[src/rtl/sc_mult_scheduler.sv]
// sc_mult_scheduler
// Shared-resource scheduler for the bipolar stochastic multiplier. Two
// requesters hand over 4-bit operand pairs; a round-robin arbiter picks one,
// both LFSR number generators are reseeded, and the XNOR product stream is
// run for 16/32/64/128 bits. The count of ones is returned with the
// requester ID over a valid/ready result port.
//
// Ports
//   clk                      : clock, rising edge
//   rst_n                    : synchronous reset, active-high (asserting 1 resets)
//   cfg_len[1:0]             : stream length 00=16 01=32 10=64 11=128, sampled at grant
//   req0_valid/ready, a, b   : requester 0 operand handshake
//   req1_valid/ready, a, b   : requester 1 operand handshake
//   res_valid/ready          : result handshake
//   res_id                   : requester index of the result
//   res_count[CNT_W-1:0]     : number of ones in the product stream
//   busy                     : high whenever the FSM is not in IDLE
//
// state | meaning
// ------+-----------------------------------------------------------
// IDLE  | arbitrate; ready asserted combinationally to the winner
// LOAD  | reseed both LFSRs, clear bit counter and ones accumulator
// RUN   | one product bit per cycle until bit_idx reaches L-1
// DONE  | hold result valid until res_ready

module sc_mult_scheduler #(
  parameter int CNT_W = 8
) (
  input  logic             clk,
  input  logic             rst_n,
  input  logic [1:0]       cfg_len,
  input  logic             req0_valid,
  output logic             req0_ready,
  input  logic [3:0]       req0_a,
  input  logic [3:0]       req0_b,
  input  logic             req1_valid,
  output logic             req1_ready,
  input  logic [3:0]       req1_a,
  input  logic [3:0]       req1_b,
  output logic             res_valid,
  input  logic             res_ready,
  output logic             res_id,
  output logic [CNT_W-1:0] res_count,
  output logic             busy
);

  typedef enum logic [1:0] {IDLE, LOAD, RUN, DONE} state_t;

  state_t           state, state_nxt;
  logic             last_grant;
  logic             job_id;
  logic [3:0]       op_a, op_b;
  logic [6:0]       last_idx;
  logic [6:0]       bit_idx;
  logic [6:0]       len_m1;
  logic [30:0]      lfsr_a, lfsr_b;
  logic [CNT_W-1:0] ones;
  logic [CNT_W-1:0] count_q;
  logic             any_valid, grant_id, take;
  logic             sn_a, sn_b, prod, last_bit;

  // With a tie the requester that was not served last wins; otherwise the
  // single valid requester wins (req1_valid alone selects 1).
  assign any_valid = req0_valid | req1_valid;
  assign grant_id  = (req0_valid && req1_valid) ? ~last_grant : req1_valid;

  assign sn_a     = (lfsr_a[30:27] < op_a);
  assign sn_b     = (lfsr_b[30:27] < op_b);
  assign prod     = ~(sn_a ^ sn_b);
  assign last_bit = (bit_idx == last_idx);

  assign res_id    = job_id;
  assign res_count = count_q;

  always_comb begin
    len_m1 = 7'd15;
    case (cfg_len)
      2'b00:   len_m1 = 7'd15;
      2'b01:   len_m1 = 7'd31;
      2'b10:   len_m1 = 7'd63;
      default: len_m1 = 7'd127;
    endcase
  end

  always_ff @(posedge clk) begin
    if (rst_n) state <= IDLE;
    else       state <= state_nxt;
  end

  always_comb begin
    state_nxt  = state;
    req0_ready = 1'b0;
    req1_ready = 1'b0;
    take       = 1'b0;
    res_valid  = 1'b0;
    busy       = 1'b1;
    case (state)
      IDLE: begin
        busy = 1'b0;
        if (any_valid) begin
          take       = 1'b1;
          req0_ready = ~grant_id;
          req1_ready = grant_id;
          state_nxt  = LOAD;
        end
      end
      LOAD: state_nxt = RUN;
      RUN:  if (last_bit) state_nxt = DONE;
      DONE: begin
        res_valid = 1'b1;
        if (res_ready) state_nxt = IDLE;
      end
      default: state_nxt = IDLE;
    endcase
  end

  always_ff @(posedge clk) begin
    if (rst_n) begin
      last_grant <= 1'b1;
      job_id     <= 1'b0;
      op_a       <= '0;
      op_b       <= '0;
      last_idx   <= '0;
      bit_idx    <= '0;
      lfsr_a     <= 31'd1;
      lfsr_b     <= 31'd2;
      ones       <= '0;
      count_q    <= '0;
    end else begin
      case (state)
        IDLE: begin
          if (take) begin
            op_a       <= grant_id ? req1_a : req0_a;
            op_b       <= grant_id ? req1_b : req0_b;
            job_id     <= grant_id;
            last_grant <= grant_id;
            last_idx   <= len_m1;
          end
        end
        LOAD: begin
          lfsr_a  <= 31'd1;
          lfsr_b  <= 31'd2;
          ones    <= '0;
          bit_idx <= '0;
        end
        RUN: begin
          lfsr_a  <= {lfsr_a[29:0], lfsr_a[30] ^ lfsr_a[27]};
          lfsr_b  <= {lfsr_b[29:0], lfsr_b[30] ^ lfsr_b[2]};
          ones    <= ones + CNT_W'(prod);
          bit_idx <= bit_idx + 7'd1;
          // Final count includes the bit evaluated in this cycle.
          if (last_bit) count_q <= ones + CNT_W'(prod);
        end
        default: ;
      endcase
    end
  end

endmodule
[config.mk]
export PLATFORM = sky130hd
export DESIGN_NAME = sc_mult_scheduler
export DESIGN_NICKNAME = d
export VERILOG_FILES = /design/src/rtl/sc_mult_scheduler.sv
export SDC_FILE = /design/constraint.sdc
export NUM_CORES = 1
export LEC_CHECK = 0
export CAP_MARGIN = 20
export CORE_UTILIZATION = 45
export CTS_BUF_LIST = sky130_fd_sc_hd__clkbuf_2 sky130_fd_sc_hd__clkbuf_4 sky130_fd_sc_hd__clkbuf_8
export DETAILED_ROUTE_END_ITERATION = 8
export GPL_ROUTABILITY_DRIVEN = 0
export GPL_TIMING_DRIVEN = 0
export HOLD_SLACK_MARGIN = 0.03
export PLACE_DENSITY = 0.72
export SLEW_MARGIN = 30
export SYNTH_ARGS = -nofsm -noshare
export SYNTH_HDL_FRONTEND = slang
export SYNTH_SLANG_ARGS = --single-unit
[constraint.sdc]
create_clock -name clk -period 2.4 [get_ports clk]
set_clock_uncertainty 0.05 [all_clocks]
set_input_delay 0.48 -clock clk [delete_from_list [all_inputs] [get_ports clk]]
set_output_delay 0.48 -clock clk [all_outputs]
set_load 0.005 [all_outputs]
==> impl_results.md <==
- Post-synth top flop: dfxtp_1
- Root buf cell: clkbuf_8
- Syn nets: 531
- Fin util: 56.6%
- Syn_area_per_cell: 8.64 µm²
- # diodes: 0
- Clk slew on worst S/H paths: 0.09 ns
- Multi-input logic area: 0.00224 mm²
- Die area: 0.00991 mm²
- DR top layer: met4
- DIE WIDTH: 99.6 µm
- Seq/Total Area, Yosys: 47.2%
- Hold depth: 2
- Post-Synthesis Cells: 496
- Initial antenna violation count: 0
- Core area: 0.00924 mm²
- Crit path launch: state[0]
- Internal power: 0.00341 W
- Clock tree buffer depth: 2
- TritonRoute pass-1 iters: 5
- Slowest stage cell, crit path: clkdlybuf4s50_1
- Register share of total power: 34.8%
- Slew headroom: 59.2%
- Worst path arrival time: 1.79 ns
- Cells on worst reg2reg path: 12
- Worst-Margin Slew: 0.612 ns
- Routed Antenna Nets: 0
- Switch share: 36.6%
- Kind of cell adding the most delay to the critical path: buffers and inverters
- Tmin final: 2.32 ns
- Crit Reg-Reg Endpoint: ones[4]
- Register bit count reported by yosys: 101
- Critical path endpoint category: output pin
- Vias per cell: 5.29
- Final-report hold violation count: 0
- Worst Path Max Fanout: 6
- Status: finished, final reports clean
- Global route total overflow: 0
- CTS Hold Bufs: 0
- Static Leakage: 1.77 nW
- Logic pwr share: 41.1%
- Routed Wire Length: 9.72 mm
- Initial Util: 46.4%
- P&R area growth vs syn: 22.0%
- Met2 wire length: 4.66 mm
- Final-report setup violation count: 0
- Final instance area: 0.00523 mm²
- Synthesized area: 0.00428 mm²
- Hold crit path type: reg -> reg
- M1 WL: 4.45 mm
- Placed cell count: 660
- Reg area: 0.00203 mm²
- Row count: 35
- Number of flops mapped to enable cells by yosys: 0
- Max-Cap Viols: 0
- Fillers: 830
- Crit path required time: 1.87 ns
- Synth unique cells: 34
- Met3 routed WL: 404 µm
- # IOs: 36
- Setup Crit Path Kind: reg -> out
- Vias in the first global route: 3297
- Post-synthesis mux area share: 1.87%
- Port buffer count: 35
- Buf/Inv on CP: 2
- DRC viols: 0
- Clock Power Share: 24.1%
- Yosys warns: 0
- Largest net degree at the start of global routing: 16
- Synth Area in XOR/XNOR: 3.27%
- Area share of fa/ha/maj cells after synthesis: 3.50%
- RSZ-0062 raised after global routing: false
- Initial DRC Count: 217
- Largest family of logic cells by synthesized area: simple AND/OR/NAND/NOR gates
- CTS tree: done
- Hold Crit Start: lfsr_b[4]
- Reg2reg setup slack: 0.10 ns
- Layout cells sized above 1: 10.0%
- Compound-Gate Fraction of Synth Area: 14.3%
- H-tree Lvls: 3
- Psw: 0.00197 W
- Finished Layout Cells: 677
- Fmax: 431 MHz
- Slew Limit Fails: 0
- HPWL after DPL: 6.53 mm
- TritonCTS Buffers: 9
- First-pass GRT wire length: 15.8 mm
- Reg2reg start: op_b[1]
- Max VDD drop: 682 µV
- CTS Sinks: 101
- Share of flip-flops with an asynchronous set or reset: 0%
- DP Area: 0.00480 mm²
- P per Cell Area: 1030 mW/mm²
- # nets final: 579
- CP Cell Sequence: inv_1 > ha_4 > nand2_1 > a21oi_4 > clkdlybuf4s50_1
- Synth Area in Simple Gates: 25.5%
- Hold path endpoint: lfsr_b[4]
- Worst stage delay on the critical path: 0.52 ns
- Wire per inst: 14.4 µm
- Worst skew pair latency: 0.37 ns
- Gr usage total: 20.4%
- Startpoint Class: register
- Ratio of final minimum period to clock period: 96.6%
- Die height: 99.6 µm
- Vias: 3581
==> cells by family (layout without fill, tap and decap cells) <==
family          count (synthesis)  after routing
xor+xnor                       16             16
fa+ha+maj                      12             12
simple gates                  205            205
flops                         101            101
compound gates                106            106
buf+inv                        48            100
mux                             8              8
==> power groups by stage <==
stage | Clock [W] | Combinational [W] | Sequential (W)
2_1_floorplan | 0 | 0.00145 | 0.00188
3_3_place_gp | 0 | 0.00201 | 0.00190
3_5_place_dp | 0 | 0.00207 | 0.00190
4_1_cts | 0.00132 | 0.00216 | 0.00187
5_1_grt | 0.00139 | 0.00241 | 0.00189
6_report | 0.00130 | 0.00222 | 0.00187
==> cells in the final DEF, fill, tap and decap left out, types with 3 or more instances in the layout <==
cell type        netlist  routed
a21o_1                 6       6
a21oi_1               81      77
a21oi_2                0       3
a222oi_1               6       6
buf_1                  3       3
buf_4                  0       3
bufinv_16              0       3
clkbuf_1              33      29
clkbuf_2               0       4
clkbuf_8               0      11
clkdlybuf4s50_1        0      33
dfxtp_1              101      97
dfxtp_2                0       4
ha_1                  12       7
ha_4                   0       5
inv_1                 11       9
mux2i_1                8       8
nand2_1               13      13
nand2b_1              64      64
nand3_1               68      65
nand4_1                3       3
nor2_1                34      34
nor2b_1                7       7
nor3_1                 5       4
o21ai_0                4       4
xnor2_1                8       5
xnor2_2                0       3
xor2_1                 8       7
==> registers in the layout, indices dropped and copies added, names as in the netlist <==
name,flops
op_b,4
lfsr_a,31
last_idx,4
state,2
res_count,8
bit_idx,7
lfsr_b,31
op_a,4
ones,8
res_id,1
last_grant,1
==> synth_stat cells, types with 2 or more instances <==
library cell	n	area [µm²]
o21ai_0	4	20.0
buf_1	3	11.3
a21oi_1	81	405
a222oi_1	6	60.1
a211oi_2	2	25.0
xnor2_1	8	70.1
nor2_2	2	12.5
inv_1	11	41.3
xor2_1	8	70.1
a211o_1	2	17.5
nand3_1	68	340
nor2_1	34	128
clkbuf_1	33	124
dfxtp_1	101	2020
nor2b_1	7	43.8
and2_1	2	12.5
nand2_1	13	48.8
nand4_1	3	18.8
nor3_1	5	25.0
or3_1	2	12.5
ha_1	12	150
a211oi_1	2	15.0
a21o_1	6	45.0
mux2i_1	8	80.1
nand2b_1	64	400
==> worst max-delay path by stage <==
stage                       to  slack, ns  cells after the start
floorplan              ones[7]       0.17                     12
global placement    req1_ready      -0.85                      5
detailed placement  req1_ready      -0.88                      5
CTS                    ones[4]      -0.06                     12
global route        req0_ready      0.005                      5
finish              req0_ready       0.08                      5
==> metrics by stage <==
step,setup WS [ns],TNS [ns],hold WS [ns],power [W]
floorplan,0.172,0,0.381,0.00334
global placement,-0.848,-3.00,0.403,0.00391
detailed placement,-0.884,-4.13,0.399,0.00397
CTS,-0.0636,-0.263,0.425,0.00535
global route,0.00477,0,0.442,0.00569
finish,0.0808,0,0.421,0.00539
==> worst reg2reg max path: stages (launching register included) <==
cell and delay [ns]:
dfxtp_2 0.35, inv_2 0.04, ha_4 0.20, a21o_1 0.18, a21o_1 0.17, a21oi_2 0.17
xnor2_2 0.17, ha_4 0.21, ha_4 0.17, nand3_2 0.10, xnor2_2 0.17, a21oi_1 0.15
nor2_1 0.06
==> per-layer routing <==
layer | track usage, % | up-vias
met5 | 0 | -
met4 | 8.94 | 0
met3 | 4.78 | 15
met2 | 33.0 | 74
met1 | 26.0 | 1701
li1 | - | 1791
==> area by class of cell <==
class / count / area share [%]
Clock inverter: 4 / 1.82
Sequential cell: 101 / 38.8
Tap cell: 129 / 3.09
Timing Repair Buffer: 38 / 7.01
Multi-Input combinational cell: 347 / 42.8
Buffer: 36 / 2.80
Inverter: 11 / 0.790
Clock buffer: 11 / 2.90
==> repair_timing <==
action / 4_1_cts / 5_1_grt
gates resized for setup: 19 / 23
setup buffers: 1 / 2
pin swaps: 4 / 15
setup endpoints to repair: 15 / 69
(Power assumes the default switching activity.)
==> RTL change 1 (same settings) <==
Change the parameter `CNT_W` from 8 to 10.
--- a/src/rtl/sc_mult_scheduler.sv
+++ b/src/rtl/sc_mult_scheduler.sv
@@ -24,7 +24,7 @@
 // DONE  | hold result valid until res_ready
 
 module sc_mult_scheduler #(
-  parameter int CNT_W = 8
+  parameter int CNT_W = 10
 ) (
   input  logic             clk,
   input  logic             rst_n,
Interface: changed (resized res_count); port bits go from 36 to 38. No check against the original RTL was run, so the function may have changed too.
==> RTL change 1 against the original RTL <==
- sequential cell count increased by 4
- synthesized cell count increased by 5.0%
- count of clock-buffer cells in the layout unchanged
- global-route usage increased by 1.1 points
- worst setup slack got worse by 0.13 ns
- area after synthesis increased by 4.5%
- critical endpoint is now ones[8]$_SDFFE_PP0P_
- the run now ends with setup timing left
- design area increased by 4.7%
- routed wire length increased by 8.6%
- power increased by 3.2%
- critical path type is now reg -> reg
==> RTL change 1: results (changes against the original RTL) <==
* DP Worst Slack at -0.9258 ns (was -0.8842 ns)
* Final WS setup at -0.04955 ns (was 0.08081 ns)
* Status: finished, violations left (was finished clean)
* Nets at 612 (was 579)
* Max clock buf depth at 2 (unchanged)
* Synth area leaders: dfxtp_1 47%, nand2b_1 9.4%, a21oi_1 9.2% (was dfxtp_1 47%, a21oi_1 9.5%, nand2b_1 9.3%)
* Vias in the first global route at 3638 (was 3297)
* Critical path's largest stage delay at 0.39 ns (was 0.52 ns)
* Synth top cells by count: 105 x dfxtp_1, 82 x a21oi_1, 73 x nand3_1, 67 x nand2b_1, 38 x nor2_1 (was 101 x dfxtp_1, 81 x a21oi_1, 68 x nand3_1, 64 x nand2b_1, 34 x nor2_1)
* Final setup fails at 2 (was 0)
* Post-Synth XOR/XNOR Area at 3.521% (was 3.271%)
* Mapped Cells at 521 (was 496)
* P_leak at 1.787 nW (was 1.770 nW)
* Total track usage at 21.47% (was 20.38%)
* Multi-input gate area at 0.002344 mm² (was 0.002237 mm²)
* Dpl hpwl at 7168 µm (was 6527 µm)
* Fraction of layout cells with a size suffix above 1 at 10.84% (was 10.04%)
* Failing checks: setup timing
* CP top delay family: compound AO/OA/AOI/OAI gates (was buffers and inverters)
* Arrival @ worst endpoint at 2.69 ns (was 1.79 ns)
* Final setup TNS at -0.08991 ns (was 0 ns)
* RR Startpoint: lfsr_a[28]$_SDFFE_PP0P_ (was op_b[1]$_SDFFE_PP0P_)
* P_clk at 0.00124 W (was 0.00130 W)
* Post-synthesis adder-cell area fraction at 3.353% (was 3.505%)
* Final Routed Wirelength at 10550 µm (was 9719 µm)
* Sequential-to-total area share from yosys stat at 46.94% (was 47.20%)
* Post-synthesis compound-gate area fraction at 15.09% (was 14.31%)
* Gate power share at 42.5% (was 41.1%)
* Global-route wire length before repair at 17140 µm (was 15770 µm)
* Core area at 0.009729 mm² (was 0.009240 mm²)
* Dpl cells at 690 (was 660)
* Final Power at 0.005557 W (was 0.005387 W)
* Initial antenna violation count at 0 (unchanged)
* Vias per Instance at 5.402 (was 5.290)
* Post-DP Area at 0.005005 mm² (was 0.004796 mm²)
* Mux contribution to synthesized area at 1.341% (was 1.869%)
* Largest net degree at the start of global routing at 17 (was 16)
* IO Port Bufs at 36 (was 35)
* Worst VDD drop at 527.9 µV (was 681.8 µV)
* Filler cells at 895 (was 830)
* Switching part of the total at 37.69% (was 36.65%)
* Crit-path max FO at 4 (was 6)
* HP Start: lfsr_a[9]$_SDFFE_PP0P_ (was lfsr_b[4]$_SDFFE_PP0P_)
* Vias at 3857 (was 3581)
* Slowest CP cell: dfxtp_2 (was clkdlybuf4s50_1)
* Syn_nets at 556 (was 531)
RTL change 1: changes by cell type in the layout (fill, tap and decap cells not counted), sizes merged, moves of 3 or more:
cell	unedited run	this run
a211oi	4	8
buf	7	16
dfxtp	101	105
nand2b	64	67
nand3	68	73
nor2b	7	2
RTL change 1: worst min-delay path, cell delays in order (launching register included):
cell      delay (ns)
dfxtp_1         0.32
nand2b_1        0.06
a21oi_1         0.05
RTL change 1: kinds of logic (layout without fill, tap and decap cells):
group	count (synthesis)	after routing
muxes	6	6
AOI/OAI and AO/OA	114	114
xor gates and xnor gates	18	18
buffers and inverters	51	111
DFF	105	105
adders and majority gates	12	12
and+or+nand+nor	215	215
RTL change 1: worst paths after layout:
path,to,slack (ns),cells after the start
setup / recovery,ones[8]$_SDFFE_PP0P_,-0.05,12
setup reg to reg,ones[8]$_SDFFE_PP0P_,-0.05,12
hold / removal,lfsr_a[9]$_SDFFE_PP0P_,0.42,2
hold reg to reg,lfsr_a[9]$_SDFFE_PP0P_,0.42,2
RTL change 1: area by class of cell:
cell class              count  area share [%]
plain buffers              39           2.836
clock buffers              11           2.767
clock inverters             4           1.349
inverters                  11          0.7546
multi-input cells         365           42.83
flip-flops and latches    105           38.51
well taps                 133           3.041
repair buffers             46           7.912
RTL change 1: what timing repair did:
action,4_1_cts,5_1_grt
pin swaps,18,7
resized for setup,32,11
gates cloned,0,0
setup buffers,8,3
setup endpoints to repair,18,19
endpoints found under the hold margin,0,0
RTL change 1: metal layers:
metal,vias up,track usage [%],wire [µm]
met1,1855,27.41,4967
met3,19,4.831,398
li1,1900,-,-
met4,0,9.588,247
met2,83,34.67,4939
met5,-,0,0
==> RTL change 2 (config.mk and constraints unchanged) <==
Without the edit above. Register the input `cfg_len` before use, without a reset. The logic sees it one clock later. The other inputs are not delayed to match.
--- a/src/rtl/sc_mult_scheduler.sv
+++ b/src/rtl/sc_mult_scheduler.sv
@@ -46,6 +46,12 @@
 
   typedef enum logic [1:0] {IDLE, LOAD, RUN, DONE} state_t;
 
+  logic [1:0] cfg_len_q;
+
+  always_ff @(posedge clk) begin
+    cfg_len_q <= cfg_len;
+  end
+
   state_t           state, state_nxt;
   logic             last_grant;
   logic             job_id;
@@ -74,7 +80,7 @@
 
   always_comb begin
     len_m1 = 7'd15;
-    case (cfg_len)
+    case (cfg_len_q)
       2'b00:   len_m1 = 7'd15;
       2'b01:   len_m1 = 7'd31;
       2'b10:   len_m1 = 7'd63;
Formal check against the unedited RTL: same outputs for any inputs over 10 cycles, from zero or initial values and one cycle with rst_n high; that may be too few to reach the edited logic, so the function may still have changed.
==> RTL change 2 against the original RTL <==
- worst setup slack improved by 0.0037 ns
- sequential cell count rose by 2
- routed wire length fell by 0.63%
- power fell by 3.3%
- final cell count rose by 0.89%
- first-iteration DRC count rose by 6.9%
- area after synthesis rose by 0.93%
- design area rose by 0.79%
- count of clock-buffer cells in the layout did not move
- critical endpoint is now res_count[4]$_SDFFE_PP0P_
- largest cell class unchanged
- largest power group unchanged
- highest routed layer unchanged
==> RTL change 2: results (changes against the original RTL) <==
* Max layer used: met4 (unchanged)
* Synth top cells by count: 103 x dfxtp_1, 81 x a21oi_1, 68 x nand3_1, 64 x nand2b_1, 34 x nor2_1 (was 101 x dfxtp_1, 81 x a21oi_1, 68 x nand3_1, 64 x nand2b_1, 34 x nor2_1)
* Ys async rst share at 0% (unchanged)
* DR iter-0 viols at 232 (was 217)
* Critical R2R Capture: res_count[4]$_SDFFE_PP0P_ (was ones[4]$_SDFFE_PP0P_)
* Met1 Wirelength at 4384 µm (was 4447 µm)
* Dpl hpwl at 6339 µm (was 6527 µm)
* Worst Reg-to-Reg Cells at 12 (unchanged)
* Fin. Hold Viols at 0 (unchanged)
* Total track usage at 19.81% (was 20.38%)
* Reg2reg setup slack at 0.08 ns (was 0.10 ns)
* Initial antenna violation count at 0 (unchanged)
* Global-route wire length before repair at 15610 µm (was 15770 µm)
* P_leak at 1.787 nW (was 1.770 nW)
* Synth cell types at 34 (unchanged)
* Fraction of layout cells with a size suffix above 1 at 10.65% (was 10.04%)
* Post-DP Area at 0.004836 mm² (was 0.004796 mm²)
* Vias at 3588 (was 3581)
* DP Worst Slack at -0.8998 ns (was -0.8842 ns)
* Synth warn at 0 (unchanged)
* Crit-path max FO at 4 (was 6)
* Dpl cells at 662 (was 660)
* Regs by FF count: lfsr_a (31), lfsr_b (31) (unchanged)
* Arrival @ worst endpoint at 2.53 ns (was 1.79 ns)
* Drt first pass iters at 4 (was 5)
* Hold Path Sink: lfsr_a[13]$_SDFFE_PP0P_ (was lfsr_b[4]$_SDFFE_PP0P_)
* HP Start: lfsr_a[13]$_SDFFE_PP0P_ (was lfsr_b[4]$_SDFFE_PP0P_)
* Total CTS buffers at 9 (unchanged)
* Vias in the first global route at 3385 (was 3297)
* Worst-margin pin slew at 0.6862 ns (was 0.6124 ns)
* CTS H-tree lvls at 3 (unchanged)
* Sequential-to-total area share from yosys stat at 47.69% (was 47.20%)
* Clock Tree Root: clkbuf_8 (unchanged)
* Largest net degree at the start of global routing at 17 (was 16)
* Hold crit path type: reg -> reg (unchanged)
* Per-cell routed wire length at 14.14 µm (was 14.36 µm)
* Max clock buf depth at 2 (unchanged)
* Synth area leaders: dfxtp_1 48%, a21oi_1 9.4%, nand2b_1 9.3% (was dfxtp_1 47%, a21oi_1 9.5%, nand2b_1 9.3%)
* Met2 wire length at 4667 µm (was 4661 µm)
* Clock transition at the registers of the reported paths at around 0.1 ns
* Final Routed Wirelength at 9658 µm (was 9719 µm)
* Syn_nets at 533 (was 531)
* Antenna cells at 0 (unchanged)
* Routed wl met3 at 438 µm (was 404 µm)
* Filler cells at 854 (was 830)
* Depth of the worst hold-timing path at 2 (unchanged)
* Nets at 584 (was 579)
* IO Port Bufs at 35 (unchanged)
* Status: finished clean (unchanged)
* Mapped Cells at 498 (was 496)
* Ys flop type: dfxtp_1 (unchanged)
* CP startpoint: op_a[1]$_SDFFE_PP0P_ (was state[0]$_SDFFE_PP0P_)
* Worst VDD drop at 428.8 µV (was 681.8 µV)
* Clk_lat worst skew at 0.38 ns
RTL change 2: cell types whose count changed after synthesis:
cell / delta
clkbuf_1: -1
buf_1: +1
dfxtp_1: +2
RTL change 2: kinds of logic after synthesis:
logic type | after synthesis | share of synthesized area (%)
AND/OR/NAND/NOR | 205 | 25.23
XOR/XNOR | 16 | 3.241
buffers and inverters | 48 | 4.340
AO/OA/AOI/OAI | 106 | 14.18
multiplexers | 8 | 1.852
flip-flops | 103 | 47.69
adder cells (fa/ha/maj) | 12 | 3.472
RTL change 2: critical path: stages (launching register included):
cell and delay [ns]:
dfxtp_2 0.34, inv_2 0.04, ha_4 0.20, a21o_1 0.17, a21o_1 0.19, a21oi_2 0.20, xnor2_2 0.16, ha_4 0.20
ha_4 0.18, nand3_4 0.09, xnor2_2 0.17, mux2i_1 0.15, nor2_1 0.05
RTL change 2: repair_timing:
action,in CTS,in global routing
buffers inserted,4,2
gates resized for setup,20,25
setup endpoints to repair,14,42
pin swaps,6,17
RTL change 2: worst max-delay path by stage:
stage	end	slack [ns]
4_1_cts	req0_ready	0.0009
3_5_place_dp	req1_ready	-0.90
6_report	res_count[4]$_SDFFE_PP0P_	0.08
3_3_place_gp	req1_ready	-0.83
2_1_floorplan	ones[7]$_SDFFE_PP0P_	0.17
5_1_grt	res_count[4]$_SDFFE_PP0P_	-0.04
RTL change 2: area by class of cell:
cell class | instances | area, µm² | share of cell area [%]
multi-input combinational | 347 | 2255 | 42.80
timing repair buffer | 41 | 392.9 | 7.458
buffer | 36 | 147.6 | 2.803
tap | 129 | 161.4 | 3.064
clock inverter | 5 | 57.56 | 1.093
inverter | 11 | 41.29 | 0.7838
sequential | 103 | 2067 | 39.24
clock buffer | 11 | 145.1 | 2.755
RTL change 2: metal layers:
metal / track usage (%) / vias up
li1: - / 1801
met5: 0 / -
met4: 8.361 / 0
met3: 4.875 / 12
met2: 32.20 / 64
met1: 25.15 / 1711
RTL change 2: power by group:
part           leakage [nW]  internal (W)  switching, W
registers             0.836       0.00183     0.0000830
logic                 0.844      0.000891       0.00131
clock network         0.107      0.000522      0.000573
total                  1.79       0.00324       0.00197
RTL change 2: stage by stage:
stage          total power (W)   TNS, ns  hold slack, ns
2_1_floorplan         0.003372         0          0.3814
4_1_cts               0.005149         0          0.4227
5_1_grt               0.005519  -0.05712          0.4390
6_report              0.005209         0          0.4238
3_3_place_gp          0.003942    -2.825          0.4014
3_5_place_dp          0.003971    -3.420          0.4099
